$ cat src/rtl/cpu_pkg.sv
// cpu_pkg: shared widths, nop encoding and fetch state encoding for the pipeline
package cpu_pkg;
  localparam int PC_W = 12;
  localparam int INSN_W = 32;
  localparam logic [INSN_W-1:0] NOP_INSN = 32'h0;
  typedef enum logic {FETCH_RUN, FETCH_FLUSH} fetch_state_t;
endpackage

$ cat src/rtl/sat_counter.sv
// sat_counter: W-bit counter with sync reset (reset) and enable (en) that sticks at all-ones (count)
module sat_counter #(
  parameter int W = 32
) (
  input  logic         clock,
  input  logic         reset,
  input  logic         en,
  output logic [W-1:0] count
);
  always_ff @(posedge clock)
    if (reset) count <= '0;
    else if (en && !(&count)) count <= count + W'(1);
endmodule

$ cat src/rtl/fetch_stage.sv
// fetch_stage: owns PC/imem address, loads F/D latch, handles stall/redirect, counts fetches and bubbles
module fetch_stage #(
  parameter int              PC_W     = cpu_pkg::PC_W,
  parameter logic [PC_W-1:0] RESET_PC = '0,
  parameter int              CNT_W    = 32
) (
  input  logic             clock,
  input  logic             reset,
  input  logic             stall,
  input  logic             redirect_valid,
  input  logic [PC_W-1:0]  redirect_pc,
  input  logic [31:0]      q_imem,
  output logic [PC_W-1:0]  address_imem,
  output logic [31:0]      fd_insn,
  output logic [PC_W-1:0]  fd_pc,
  output logic             fd_valid,
  output logic [CNT_W-1:0] fetch_count,
  output logic [CNT_W-1:0] bubble_count
);
  import cpu_pkg::*;
  fetch_state_t st, st_nx;
  logic [PC_W-1:0] pc, pc_inc, pc_nx;
  logic adv;
  always_comb begin
    pc_inc = pc + PC_W'(1);
    adv = !redirect_valid && !stall;
    pc_nx = redirect_valid ? redirect_pc : stall ? pc : pc_inc;
    st_nx = redirect_valid ? FETCH_FLUSH : stall ? st : FETCH_RUN;
  end
  always_ff @(posedge clock)
    if (reset) begin
      pc <= RESET_PC;
      st <= FETCH_RUN;
      fd_insn <= NOP_INSN;
      fd_pc <= '0;
      fd_valid <= 1'b0;
    end else begin
      pc <= pc_nx;
      st <= st_nx;
      if (redirect_valid) begin
        fd_insn <= NOP_INSN;
        fd_pc <= '0;
        fd_valid <= 1'b0;
      end else if (adv) begin
        fd_insn <= q_imem;
        fd_pc <= pc_inc;
        fd_valid <= 1'b1;
      end
    end
  assign address_imem = pc;
  sat_counter #(.W(CNT_W)) u_fetch_cnt (
    .clock(clock), .reset(reset), .en(adv), .count(fetch_count)
  );
  sat_counter #(.W(CNT_W)) u_bubble_cnt (
    .clock(clock), .reset(reset), .en(redirect_valid), .count(bubble_count)
  );
endmodule

$ cat config.mk
export PLATFORM = sky130hd
export DESIGN_NAME = fetch_stage
export DESIGN_NICKNAME = d
export VERILOG_FILES = /design/src/rtl/cpu_pkg.sv /design/src/rtl/sat_counter.sv /design/src/rtl/fetch_stage.sv
export SDC_FILE = /design/constraint.sdc
export NUM_CORES = 1
export LEC_CHECK = 0
export ABC_CLOCK_PERIOD_IN_PS = 2180
export CAP_MARGIN = 20
export CORE_ASPECT_RATIO = 1.2
export CORE_UTILIZATION = 40
export CTS_BUF_LIST = sky130_fd_sc_hd__clkbuf_16
export DETAILED_ROUTE_END_ITERATION = 12
export PLACE_DENSITY = 0.73
export REMOVE_ABC_BUFFERS = 1
export SETUP_SLACK_MARGIN = 0.05
export SYNTH_ARGS = -nofsm -noshare
export SYNTH_HDL_FRONTEND = slang
export SYNTH_SLANG_ARGS = --single-unit
$ cat constraint.sdc
create_clock -name clock -period 2.18 [get_ports clock]
set_input_delay 0.218 -clock clock [delete_from_list [all_inputs] [get_ports clock]]
set_output_delay 0.218 -clock clock [all_outputs]
set_load 0.1 [all_outputs]
==> load_flow_metrics.sql <==
INSERT INTO impl_metrics (metric_group, metric, value, unit) VALUES
('outcome', 'run_status', 'completed', ''),
('detailed_routing', 'remaining_drc_errors', '0', ''),
('placement', 'port-buffer-count', '168', ''),
('synth', 'synth_edf_count', '0', ''),
('sta', 'maximum_clock_skew_at_final_layout', '0.00482', 'ns'),
('power', 'vdd_ir_drop_max', '450', 'µV'),
('flow_run', 'max_cap_violations', '0', ''),
('synth', 'ys_types', '43', ''),
('detailed_routing', 'detail_route.first_pass.iterations', '4', ''),
('placement', 'dp_hpwl', '11.7', 'mm'),
('clock_tree', 'clock_sink_count', '121', ''),
('power', 'power_density', '703', 'nW/µm²'),
('cells_and_area', 'most-common-layout-cells', 'buf_4 (191), dfxtp_1 (114), nor2_1 (104)', ''),
('min_path', 'hold_path.class', 'input pin to flop', ''),
('synth', 'synth-main-ff-cell', 'dfxtp_1', ''),
('power', 'static-leakage-power', '3.36', 'nW'),
('critical_path', 'critPathRequiredTime', '2.53', 'ns'),
('placement', 'globalplace.congestion', '0.833', ''),
('critical_path', 'timing.critical_path.arrival', '2.44', 'ns'),
('cells_and_area', 'finish.cell_count_without_fillers', '1047', ''),
('clock_tree', 'clock_tree.root_cell', 'clkbuf_16', ''),
('cells_and_area', 'fillCellCount', '1159', ''),
('global_routing', 'via_count_of_the_first_global_routing_pass', '5190', ''),
('die', 'floorplan.die_area', '14400', 'µm²'),
('placement', 'pre_cts_slack', '-0.186', 'ns'),
('clock_tree', 'clock_tree.buffer_depth', '2', ''),
('synth', 'yosys_warnings', '0', ''),
('global_routing', 'met2_track_demand_over_resource', '38.2', '%'),
('sta', 'rsz_0062_raised_after_global_routing', 'true', ''),
('critical_path', 'setup.worst_path.class', 'flop to flop', ''),
('placement', 'place_inst', '1013', ''),
('clock_tree', 'htree_num_levels', '4', ''),
('global_routing', 'antenna_found_initial', '0', ''),
('die', 'count_of_pins_on_the_block_boundary', '169', ''),
('synth', 'ys_ff_latch', '121', ''),
('clock_tree', 'cts_made_buffers', '17', ''),
('synth', 'netlist.top_cell.by_area', 'dfxtp_1', ''),
('global_routing', 'gr_util_met3', '5.61', '%'),
('die', 'die_h', '131', 'µm'),
('cells_and_area', 'antenna-diode-count', '0', ''),
('detailed_routing', 'wire_length_per_cell', '15.4', 'µm'),
('global_routing', 'grt_start_max_net_pins', '52', ''),
('sta', 'hold_viol', '0', ''),
('clock_tree', 'worst_setup_hold_path_clk_slew', '0.06', 'ns'),
('critical_path', 'type_of_element_launching_the_critical_path', 'flop', ''),
('synth', 'synth.yosys.seq_area_share', '43.4', '%'),
('sta', 'report.final.slew_viol_count', '0', ''),
('sta', 'layout_min_cycle_time', '2.09', 'ns'),
('global_routing', 'globalRouteTotalUtil', '21.9', '%'),
('critical_path', 'kind_of_end_point_of_the_critical_path', 'flop', ''),
('die', 'fp.dieW', '110', 'µm'),
('die', 'floorplan.core_area', '13400', 'µm²'),
('critical_path', 'cp_max_fo', '6', ''),
('sta', 'setup_viol', '0', ''),
('die', 'rows', '46', ''),
('global_routing', 'first_pass_grt_wire_length', '25.0', 'mm'),
('cells_and_area', 'fin_nets', '917', ''),
('sta', 'timing.fmax', '478', 'MHz'),
('detailed_routing', 'first_iter_violations', '219', ''),
('synth', 'postSynthAreaPerCell', '8.67', 'µm²'),
('detailed_routing', 'routed-via-count', '5509', ''),
('clock_tree', 'cts_hold_buffers', '0', ''),
('placement', 'area_post_placement', '7550', 'µm²'),
('synth', 'post-synth-top-area-fraction', '43.4', '%'),
('sta', 'tightestPinTransition', '0.842', 'ns'),
('cells_and_area', 'finalInstanceArea', '8270', 'µm²'),
('detailed_routing', 'postRouteAntennaNets', '0', ''),
('synth', 'synth.top_cells.by_area', 'dfxtp_1 (43%), mux2i_1 (7.0%), nor2_1 (7.0%)', ''),
('detailed_routing', 'totalWireLength', '16.1', 'mm'),
('cells_and_area', 'mostFrequentLayoutCell', 'buf_4', ''),
('synth', 'asyncSetResetFlopFracSynth', '0', '%');
[registers in the layout (all words and copies together) (netlist names)]
signal / flops
fd_insn: 32
fd_pc: 12
u_fetch_cnt.count: 32
u_bubble_cnt.count: 32
address_imem: 12
fd_valid: 1
[report_power, final]
group	total, mW	internal (mW)	switching [mW]
combinational	0.773	0.239	0.534
clock	2.75	1.68	1.07
sequential	2.30	2.26	0.0361
total	5.82	4.18	1.64
[cells by family (layout without fill, tap and decap cells)]
kind of cell	Yosys count	after routing	synth area share, %
mux	45	45	8.20
fa+ha+maj	3	3	0.673
buf+inv	52	287	3.61
flops	121	121	43.4
simple gates	268	268	24.5
compound gates	107	107	12.0
xor+xnor	48	48	7.53
[Yosys cell counts (3+ instances only)]
cell type,instances
ha_1,3
or3_1,20
clkbuf_1,26
or2_2,5
inv_1,16
nor2b_1,9
nor4_1,8
nand3_1,28
and3_1,8
buf_2,5
dfxtp_1,121
nor3_1,13
o21a_1,4
a31oi_1,3
nor2_1,104
o31ai_1,10
buf_1,5
mux2_2,6
xor2_1,12
o311ai_0,3
nor3b_1,3
a21oi_1,39
xnor2_1,36
nand4_1,18
or4_1,9
a211oi_1,21
o21ai_0,18
mux2i_1,39
nand2_1,27
and4_1,7
[what timing repair did]
item,CTS,global route
gates resized for setup,3,29
pin swaps,0,10
setup buffers,0,2
setup endpoints to repair,11,25
[final cells by class]
cell class / instances / area, µm² / area share, %
Timing Repair Buffer: 239 / 1910 / 23.1
Tap cell: 168 / 210 / 2.54
Clock buffer: 17 / 425 / 5.14
Multi-Input combinational cell: 471 / 3080 / 37.2
Clock inverter: 15 / 154 / 1.86
Sequential cell: 121 / 2430 / 29.4
Inverter: 16 / 60.1 / 0.726
[critical path: stages, from the launching register on]
cell,delay [ns]
dfxtp_1,0.44
and3_2,0.30
nand4_1,0.16
or4_4,0.61
or3_4,0.36
a21oi_2,0.16
[through the flow]
step | TNS [ns] | hold WS [ns] | power [mW]
CTS | 0 | 0.267 | 5.86
finish | 0 | 0.275 | 5.82
global placement | -1.29 | 0.439 | 3.10
global route | 0 | 0.283 | 6.00
floorplan | -27.93 | 0.287 | 2.82
detailed placement | -1.89 | 0.453 | 3.11
[metal layers]
layer	vias up	share of wire, %
met5	-	0
met4	0	1.7
met3	22	7.2
met2	174	50
met1	2581	41
li1	2732	-
[path summary, 6_finish.rpt]
path                                         endpoint  cells after the start                               start  slack (ns)
setup / recovery  u_bubble_cnt.count[30]$_SDFFE_PP0P_                      5  u_bubble_cnt.count[5]$_SDFFE_PP0P_        0.09
hold / removal     u_fetch_cnt.count[19]$_SDFFE_PP0P_                      3                               reset        0.28
setup reg to reg  u_bubble_cnt.count[30]$_SDFFE_PP0P_                      5  u_bubble_cnt.count[5]$_SDFFE_PP0P_        0.09
hold reg to reg                 fd_valid$_SDFFE_PP0P_                      2               fd_valid$_SDFFE_PP0P_        0.46
No activity file was read; power rests on OpenSTA's default activity.
